[config.mk]
export PLATFORM = sky130hd
export DESIGN_NAME = op_sequencer
export DESIGN_NICKNAME = d
export VERILOG_FILES = /design/src/rtl/op_sequencer.sv
export SDC_FILE = /design/constraint.sdc
export NUM_CORES = 1
export LEC_CHECK = 0
export CAP_MARGIN = 20
export CORE_ASPECT_RATIO = 0.7
export CORE_MARGIN = 1
export CORE_UTILIZATION = 58
export DETAILED_ROUTE_END_ITERATION = 8
export GPL_TIMING_DRIVEN = 0
export PLACE_DENSITY = 0.86
export SKIP_LAST_GASP = 1
export SLEW_MARGIN = 20
export SYNTH_ARGS = -nofsm -noshare
export SYNTH_HDL_FRONTEND = slang
export SYNTH_SLANG_ARGS = --single-unit
[constraint.sdc]
create_clock -name CLOCK -period 6.3 [get_ports CLOCK]
set_input_delay 1.26 -clock CLOCK [delete_from_list [all_inputs] [get_ports CLOCK]]
set_output_delay 1.26 -clock CLOCK [all_outputs]
set_load 0.02 [all_outputs]
[src/rtl/op_sequencer.sv]
// rtl/op_sequencer.sv - instruction queue that issues ops to the calculator FSM over a four-phase PERFORM/EXEC_DONE handshake
module op_sequencer #(
  parameter int DEPTH   = 4,
  parameter int TIMEOUT = 15
) (
  input  logic       CLOCK,
  input  logic       RESET,
  input  logic       PUSH,
  input  logic [2:0] PUSH_OP,
  input  logic [1:0] PUSH_K,
  input  logic       CLEAR,
  input  logic       HALT,
  input  logic       EXEC_DONE,
  output logic [2:0] EXEC_OP,
  output logic [1:0] EXEC_K,
  output logic       PERFORM,
  output logic [3:0] COUNT,
  output logic       EMPTY,
  output logic       FULL,
  output logic       BUSY,
  output logic [7:0] RETIRED,
  output logic       DROP,
  output logic       TIMEOUT_ERR
);

  localparam int         AW         = $clog2(DEPTH);
  localparam logic [3:0] DEPTH_C    = 4'(DEPTH);
  localparam logic [7:0] TIMER_LAST = 8'(TIMEOUT - 1);

  typedef enum logic [1:0] {IDLE, ACTIVE, RECOVER} state_t;

  state_t        state, state_next;
  logic [4:0]    mem [DEPTH];
  logic [AW-1:0] wr_ptr, rd_ptr;
  logic [3:0]    count;
  logic [7:0]    timer;
  logic          issue, retire, expire;
  logic          push_ok, push_drop;

  assign COUNT   = count;
  assign EMPTY   = (count == 4'd0);
  assign FULL    = (count == DEPTH_C);
  assign PERFORM = (state == ACTIVE);
  assign BUSY    = (state != IDLE);

  // A full queue rejects the push even if the head pops on the same edge.
  assign push_ok   = PUSH && !FULL && !CLEAR;
  assign push_drop = PUSH && FULL && !CLEAR;

  always_ff @(posedge CLOCK) begin
    if (RESET) state <= IDLE;
    else       state <= state_next;
  end

  always_comb begin
    state_next = state;
    issue      = 1'b0;
    retire     = 1'b0;
    expire     = 1'b0;
    case (state)
      IDLE: begin
        if (!EMPTY && !HALT && !EXEC_DONE && !CLEAR) begin
          issue      = 1'b1;
          state_next = ACTIVE;
        end
      end
      ACTIVE: begin
        if (EXEC_DONE) begin
          retire     = 1'b1;
          state_next = RECOVER;
        end else if (timer == TIMER_LAST) begin
          expire     = 1'b1;
          state_next = RECOVER;
        end
      end
      RECOVER: begin
        if (!EXEC_DONE) state_next = IDLE;
      end
      default: state_next = IDLE;
    endcase
  end

  always_ff @(posedge CLOCK) begin
    if (!RESET && push_ok) mem[wr_ptr] <= {PUSH_OP, PUSH_K};
  end

  always_ff @(posedge CLOCK) begin
    if (RESET) begin
      wr_ptr      <= '0;
      rd_ptr      <= '0;
      count       <= 4'd0;
      timer       <= 8'd0;
      EXEC_OP     <= 3'd0;
      EXEC_K      <= 2'd0;
      RETIRED     <= 8'd0;
      DROP        <= 1'b0;
      TIMEOUT_ERR <= 1'b0;
    end else begin
      if (CLEAR) begin
        wr_ptr <= '0;
        rd_ptr <= '0;
        count  <= 4'd0;
      end else begin
        if (push_ok) wr_ptr <= wr_ptr + AW'(1);
        if (issue)   rd_ptr <= rd_ptr + AW'(1);
        count <= count + 4'(push_ok) - 4'(issue);
      end

      if (issue) {EXEC_OP, EXEC_K} <= mem[rd_ptr];

      // Timer counts ACTIVE edges without DONE; it rests at zero otherwise.
      if (state == ACTIVE && !EXEC_DONE && !expire) timer <= timer + 8'd1;
      else                                          timer <= 8'd0;

      RETIRED <= RETIRED + 8'(retire);

      if (CLEAR)          DROP <= 1'b0;
      else if (push_drop) DROP <= 1'b1;

      if (CLEAR)       TIMEOUT_ERR <= 1'b0;
      else if (expire) TIMEOUT_ERR <= 1'b1;
    end
  end

endmodule

======== Word level (Yosys, flattened, before mapping) ========
Memory sizes are Yosys's and may differ from the RTL's. A register that Yosys moved wholly into a read port is not among the register bits.
Cells that the tools add are included.
word-level totals
  flip-flop bits (word level) ............. 28
  RAM bits ................................ 20
  bits of input ports ..................... 11
  logic and storage cells ................. 60
  memories ................................ 1
memories
  memory  depth  bits a word  read ports  clocked after memory_dff  wr ports  line  text
  mem     4      5            1           1                         1         33    logic [4:0] mem [DEPTH];
operators by class
  $add $sub $neg .......................... 6
  equal/unequal tests ..................... 7
  muxes and demuxes ....................... 14
  bitwise logic cells ..................... 1
  reduce and logical (&&, ||, !) cells .... 23
operators with widths
  cell                                                    count
  logical AND 1 bit                                       10
  2-to-1 mux 1 bit                                        9
  adder 8 x 1 -> 8 bit                                    1
  adder 8 x 1 -> 8 bit (second input constant)            1
  equality test 8 x 4 -> 1 bit (second input constant)    1
  2-to-1 mux 2 bit                                        4
  zero test 1 bit                                         7
  one-hot mux 2 bit (3 select lines)                      1
  adder 2 x 1 -> 2 bit (second input constant)            2
  adder 4 x 1 -> 4 bit                                    1
  equality test 4 x 3 -> 1 bit (second input constant)    1
  zero test 4 bit                                         1
  inequality test 2 bit (second input constant)           2
  OR reduction 2 bit                                      2
  subtractor 4 x 1 -> 4 bit                               1
  inequality test 3 x 2 -> 1 bit (second input constant)  1
  AND reduction 3 bit                                     1
  equality test 2 x 1 -> 1 bit (second input constant)    1
  equality test 2 bit (second input constant)             1
  zero test 2 bit                                         1
  nonzero test 2 bit                                      1
  NOT 1 bit                                               1

======== Logic depth before layout (Yosys ltp) ========
Gate-level depths: netlist of run 1.
  depth in word-level cells ............... 8
  mapped depth ............................ 13

======== Least setup slack after synthesis of run 1 ========
No wires, ideal clock.
  path kind ............................... input -> register
  start point ............................. in HALT
  end point ............................... reg count[2], in the netlist COUNT[2]
  arrival ................................. 2.810 ns
  required time ........................... 6.183 ns
  path slack .............................. 3.373 ns
  stages on the path ...................... 10
  buffers on the path ..................... 0
  path through ............................ nor4_4 nand3_1 inv_1 ha_1 inv_1 ha_1 inv_1 fa_1 xor2_1 nor2_1
between the ends
  longest elaborated chain between the ends .. 7
RTL lines
  what                             line  text
  start, declared                  12    input logic HALT,
  zero test 1 bit                  62    if (!EMPTY && !HALT && !EXEC_DONE && !CLEAR) begin
  logical AND 1 bit (3 in series)  62
  2-to-1 mux 1 bit                 62
  2-to-1 mux 1 bit                 60    case (state)
  net issue                        37    logic issue, retire, expire;
  subtractor 4 x 1 -> 4 bit        106   count <= count + 4'(push_ok) - 4'(issue);
  end signal, assigned             106
  end, declared                    35    logic [3:0] count;
The timed path passes the listed nets, and every way through them passes these cells.
A chain may end at the register's enable or synchronous reset.

======== Final worst setup path of run 1 ========
  start point ............................. reg count[2], in the netlist COUNT[2]
  end point ............................... out EMPTY
between the ends
  longest elaborated chain between the ends .. 1
RTL lines
  what             line  text
  zero test 4 bit  41    assign EMPTY = (count == 4'd0);
  end, declared    18    output logic EMPTY,
No other way between the ends.

==> results of run 1 <==
-- worst register-to-register path: stages (launching register included) --
cell and delay, ns:
dfxtp_1 0.33, inv_1 0.08, ha_1 0.13, or3b_2 0.45, buf_2 0.19, nand3_1 0.12
inv_1 0.08, ha_1 0.29, inv_1 0.06, ha_1 0.16, inv_1 0.06, fa_1 0.37
xor2_1 0.15, nor2_1 0.06
-- path summary, 6_finish.rpt --
check	from	to	slack [ns]	cells after the start
max	COUNT[2]	EMPTY	2.81	6
min	EXEC_OP[0]	EXEC_OP[0]	0.48	2
max reg2reg	COUNT[2]	COUNT[2]	3.67	13
min reg2reg	EXEC_OP[0]	EXEC_OP[0]	0.48	2
-- routing by layer --
layer | routed length [um] | vias up | share of wire (%) | global-route usage (%)
met5 | 0 | - | 0 | 0
met4 | 48 | 0 | 1.1 | 7.67
met3 | 208 | 5 | 4.9 | 4.46
met2 | 1920 | 49 | 45 | 33.0
met1 | 2110 | 783 | 49 | 30.4
li1 | - | 828 | - | -
-- per-stage QoR --
step / area, um^2 / utilization, %
detailed placement: 2760 / 70.4
CTS: 2860 / 73.0
finish: 2860 / 73.0
global placement: 2760 / 70.4
floorplan: 2370 / -
global route: 2860 / 73.0
-- state kept, by name, indices dropped and copies added, names as in the netlist --
| signal | flops |
|---|---|
| DROP | 1 |
| mem | 20 |
| COUNT | 4 |
| EXEC_K | 2 |
| state | 2 |
| EXEC_OP | 3 |
| timer | 8 |
| TIMEOUT_ERR | 1 |
| rd_ptr | 2 |
| RETIRED | 8 |
| wr_ptr | 2 |
-- cells by family (layout without fill, tap and decap cells) --
family	count (synthesis)	count (layout)
DFF	53	53
adders and majority gates	15	15
xor gates and xnor gates	7	7
buffers and inverters	21	62
AOI/OAI and AO/OA	34	34
muxes	8	8
and+or+nand+nor	70	70
-- area by class of cell --
class,count,share of cell area [%]
repair buffers,33,11.5
flip-flops and latches,53,44.0
clock inverters,1,0.175
multi-input cells,134,35.7
plain buffers,6,0.917
clock buffers,7,3.36
well taps,52,2.27
inverters,15,1.97
-- Yosys cell counts (2+ instances only) --
cell	instances	area (um^2)
a21oi_1	16	80.1
and2_1	6	37.5
buf_2	3	15.0
clkbuf_1	2	7.51
dfxtp_1	33	661
edfxtp_1	20	601
ha_1	14	175
inv_1	14	52.6
mux2i_1	3	30.0
mux4_2	5	113
nand2_1	9	33.8
nand3_1	10	50.1
nand4_1	8	50.1
nor2_1	12	45.0
nor2b_1	4	25.0
o21ai_0	8	40.0
o31ai_1	6	45.0
or3_1	8	50.1
or3b_2	3	26.3
xnor2_1	2	17.5
xor2_1	5	43.8
-- power by group through the flow --
| stage | clock network, W | logic (W) | registers, W |
|---|---|---|---|
| floorplan | 0 | 0.0000185 | 0.000368 |
| global placement | 0 | 0.0000362 | 0.000367 |
| detailed placement | 0 | 0.0000373 | 0.000367 |
| CTS | 0.000209 | 0.0000375 | 0.000359 |
| global route | 0.000220 | 0.0000412 | 0.000359 |
| finish | 0.000205 | 0.0000377 | 0.000359 |
==> flow_summary.yaml, run 1 <==
route:
  wl_um: 4290
  via_per_inst: 5.53
  ant_nets: 0
  drt_iter0_drc: 117
  drc: 0
  routedWlPerCell_um: 14.2
  dr_total_vias: 1665
  firstDrtPassIters: 4
clock_network:
  clk_pin_slew_ns: 0.09
  clockBufferDepth: 2
  htreeDepth: 2
  cts_buffers: 5
  clock_sinks: 53
  cts_tree: "yes"
  cts.repair.resized: 0
  cts_setup_buffers: 0
  postCtsHoldBufs: 0
  worstSkewPairLatency_ns: 0.30
  cts_root_buffer: "clkbuf_8"
placed_design:
  hpwl_um: 3220
  gp_congestion: 0.761
  place_ws_ns: 2.64
  numPortBuffers: 33
  dp.cells: 293
sta:
  period_needed_ns: 3.49
  tightest_slew_ns: 0.513
  skew_ns: 0.00664
  setup_tns_ns: 0
  timing.final.crit_share_pct: 55.4
  whs_ns: 0.477
  fin_ws_ns: 2.81
  slew_violations: 0
  max_slew_margin_pct: 65.7
  rsz0062_at_grt: "no"
  fmax_ghz: 0.287
  finalSetupViolCount: 0
  hold_viol_final: 0
global_route:
  grt_pass1_vias: 1499
  grt_max_degree: 16
  grt.total_usage_pct: 21.5
  antenna_found_initial: 0
  grt_pass1_wl_um: 7090
  grt.overflow.total: 0
worst_setup_path:
  cpPeakStageDelay_ns: 0.62
  path_buf_inv: 4
  path_class: "reg2out"
  arrival_ns: 2.23
  crit_fanout: 8
  critical-path-top-delay-family: "buffers and inverters"
  start_kind: "flop"
  cp-end-kind: "output pin"
  cp_cell_sequence: "inv_1 > ha_1 > or3b_2 > buf_2 > inv_2 > clkdlybuf4s50_1"
  slowest_stage: "clkdlybuf4s50_1"
  cp.required_ns: 5.04
logic_synthesis:
  synth_top_family_by_area: "simple AND/OR/NAND/NOR gates"
  netlist_instances: 208
  synth_cell_type_count: 38
  ys_warn_count: 0
  synth-edff-count: 20
  yosysSeqAreaShare_pct: 53.3
  synth-simple-area-share_pct: 17.3
  synthXorXnorAreaFrac_pct: 2.59
  synth-compound-area-share_pct: 9.09
  synth.net_count: 234
  ys_ff_latch: 53
  syn_area_per_cell_um2: 11.4
  synth.area.mux_share_pct: 6.03
  async_flop_share_pct: 0
  synth_area_mm2: 0.00237
  synthAdderAreaFrac_pct: 8.25
  ys.flop_type: "dfxtp_1"
pwr:
  power.switching_w: 0.000129
  p_int_w: 0.000473
  power_frac_seq_pct: 59.7
  comb_power_share_pct: 6.3
  p_sw_share_pct: 21.4
  vdd_ir_drop_max_uv: 126
  power_w: 0.000602
  power_density_mw_per_mm2: 210
  p_leak_nw: 0.993
  pwr-share-clk_pct: 34.1
hold_path:
  hold_path.class: "reg2reg"
cells_and_area:
  fin_cells: 301
  mostFrequentLayoutCells: "dfxtp_1, clkdlybuf4s50_1, edfxtp_1, a21oi_1"
  fill_cells: 293
  seq_area_mm2: 0.00126
  syn2layout_area_growth_pct: 21.0
  multi_input_area_mm2: 0.00102
  drive_gt1_share_pct: 10.0
  antenna_cells: 0
  fin_nets: 274
run_status:
  status: "complete, no violations"
die:
  core_mm2: 0.00392
  die-area_mm2: 0.00435
  die_h_um: 55.5
  fp-row-count: 19
  die_x_um: 78.4
  initial_core_util_pct: 60.4
  io_pins: 34
job:
  maxCapViolCount: 0
(Power assumes the default switching activity.)
==> run 2, diff against run 1 <==
--- a/config.mk
+++ b/config.mk
@@ -8,10 +8,10 @@
 export CAP_MARGIN = 20
 export CORE_ASPECT_RATIO = 0.7
 export CORE_MARGIN = 1
-export CORE_UTILIZATION = 58
+export CORE_UTILIZATION = 48
 export DETAILED_ROUTE_END_ITERATION = 8
 export GPL_TIMING_DRIVEN = 0
-export PLACE_DENSITY = 0.86
+export PLACE_DENSITY = 0.77
 export SKIP_LAST_GASP = 1
 export SLEW_MARGIN = 20
 export SYNTH_ARGS = -nofsm -noshare
==> constraint.sdc (replaced) <==
create_clock -name CLOCK -period 3.05 [get_ports CLOCK]
set_input_delay 0.61 -clock CLOCK [delete_from_list [all_inputs] [get_ports CLOCK]]
set_output_delay 0.61 -clock CLOCK [all_outputs]
set_load 0.02 [all_outputs]
==> run 2 against run 1 <==
Against the previous run:
- sequential share of layout area down 0.55 points
- worst setup slack worse by 2.6 ns
- via count down 1.5%
- register-to-register slack worse by 3.3 ns
- utilization down 9.0 points
- clock-buffer cell count down 1
- sequential power up 110%
- global-route usage down 3.3 points
- power up 120%
- clock power up 140%
- wire length up 1.3%
- critical path type unchanged
- critical endpoint unchanged
==> flow_summary.yaml, run 2 (synthesis gave the netlist of run 1 again) <==
sta:
  finalSetupViolCount: 0
  tightest_slew_ns: 0.458
  setup_tns_ns: 0
  hold_viol_final: 0
  fmax_ghz: 0.353
  max_slew_margin_pct: 69.5
  slew_violations: 0
  timing.final.crit_share_pct: 92.8
  period_needed_ns: 2.83
  rsz0062_at_grt: "no"
  whs_ns: 0.485
  skew_ns: 0.00990
global_route:
  grt_pass1_wl_um: 7130
  grt_pass1_vias: 1503
  antenna_found_initial: 0
  grt.total_usage_pct: 18.2
  grt.overflow.total: 0
  grt_max_degree: 17
job:
  maxCapViolCount: 0
pwr:
  p_int_w: 0.00104
  vdd_ir_drop_max_uv: 231
  p_sw_share_pct: 20.7
  comb_power_share_pct: 5.9
  power_w: 0.00131
  power.switching_w: 0.000271
  power_frac_seq_pct: 56.6
  p_leak_nw: 0.996
  power_density_mw_per_mm2: 452
  pwr-share-clk_pct: 37.5
hold_path:
  hold_depth: 2
  min_from: "DROP"
  min_to: "DROP"
  hold_path.class: "reg2reg"
cells_and_area:
  drive_gt1_share_pct: 10.0
  mostFrequentLayoutCells: "dfxtp_1, clkdlybuf4s50_1, edfxtp_1, a21oi_1"
  fin_nets: 274
  largestRegisters: "mem x20, RETIRED x8, timer x8"
  syn2layout_area_growth_pct: 22.5
  fin_cells: 315
  fill_cells: 352
  antenna_cells: 0
  top_register: "mem"
  largest_reg_flops: 20
worst_setup_path:
  critical-path-top-delay-family: "buffers and inverters"
  reg2reg_from: "COUNT[2]"
  arrival_ns: 2.22
  path_class: "reg2out"
  cp_cell_sequence: "inv_1 > ha_1 > or3b_2 > buf_2 > inv_2 > clkdlybuf4s50_1"
  cpPeakStageDelay_ns: 0.62
  crit_fanout: 8
  reg2reg_slack_ns: 0.39
  slowest_stage: "clkdlybuf4s50_1"
  cp-end-kind: "output pin"
  rr_endpoint: "COUNT[2]"
  start_kind: "flop"
  path_buf_inv: 4
  reg2reg_depth: 13
  cp.required_ns: 2.44
die:
  die_x_um: 85.9
  die-area_mm2: 0.00522
  die_h_um: 60.8
  initial_core_util_pct: 52.3
  io_pins: 34
  fp-row-count: 20
  core_mm2: 0.00453
placed_design:
  gp_congestion: 0.794
  dp.cells: 307
  hpwl_um: 3300
  numPortBuffers: 33
route:
  drt_iter0_drc: 62
  drc: 0
  firstDrtPassIters: 4
  via_per_inst: 5.21
  routedWlPerCell_um: 13.8
  ant_nets: 0
  wl_um: 4340
  dr_total_vias: 1640
clock_network:
  htreeDepth: 2
  cts_buffers: 5
  cts.repair.resized: 0
  worstSkewPairLatency_ns: 0.30
  cts_setup_buffers: 0
  cts_root_buffer: "clkbuf_8"
  clock_sinks: 53
  clk_pin_slew_ns: 0.09
  clockBufferDepth: 2
  cts_tree: "yes"
  postCtsHoldBufs: 0
run_status:
  status: "complete, no violations"
-- run 2: power groups by stage --
| stage | clock (W) | sequential, W | combinational [W] |
|---|---|---|---|
| 2_1_floorplan | 0 | 0.000760 | 0.0000383 |
| 3_5_place_dp | 0 | 0.000758 | 0.0000771 |
| 4_1_cts | 0.000502 | 0.000742 | 0.0000776 |
| 3_3_place_gp | 0 | 0.000758 | 0.0000762 |
| 6_report | 0.000491 | 0.000742 | 0.0000777 |
| 5_1_grt | 0.000534 | 0.000743 | 0.0000854 |
-- run 2: area by class of cell --
type,count,area [um^2],area share [%]
inverters,15,56.3,1.94
repair buffers,33,330,11.4
clock buffers,6,82.6,2.85
flip-flops and latches,53,1260,43.5
plain buffers,6,26.3,0.906
well taps,66,82.6,2.85
multi-input cells,134,1020,35.3
clock inverters,2,37.5,1.29
-- run 2: worst register-to-register path, cell delays in order (launching register included) --
cell and delay (ns):
dfxtp_1 0.33, inv_1 0.08, ha_1 0.14, or3b_2 0.43, buf_2 0.19, nand3_1 0.13, inv_1 0.09, ha_1 0.30
inv_1 0.06, ha_1 0.16, inv_1 0.05, fa_1 0.38, xor2_1 0.16, nor2_1 0.06
-- run 2: per-layer routing --
metal  GRT usage (%)  up-vias  share of wire [%]
met3            4.22        4                6.3
met5               0        -                  0
met4            5.00        0               0.71
li1                -      829                  -
met2            27.9       50                 42
met1            26.2      757                 51
-- run 2: worst max path at each step --
| stage | start | endpoint | slack (ns) | cells past startpoint |
|---|---|---|---|---|
| finish | COUNT[2] | EMPTY | 0.22 | 6 |
| floorplan | COUNT[2] | COUNT[2] | 0.55 | 13 |
| CTS | COUNT[2] | EMPTY | 0.22 | 6 |
| global placement | HALT | COUNT[2] | 0.05 | 11 |
| detailed placement | HALT | COUNT[2] | 0.03 | 11 |
| global route | COUNT[2] | EMPTY | 0.08 | 6 |
-- run 2: stage by stage --
step,worst slack [ns],instance area (um^2),util [%]
2_1_floorplan,0.548,2370,-
3_3_place_gp,0.0542,2780,61.4
3_5_place_dp,0.0284,2780,61.4
4_1_cts,0.216,2900,64.0
5_1_grt,0.0798,2900,64.0
6_report,0.219,2900,64.0
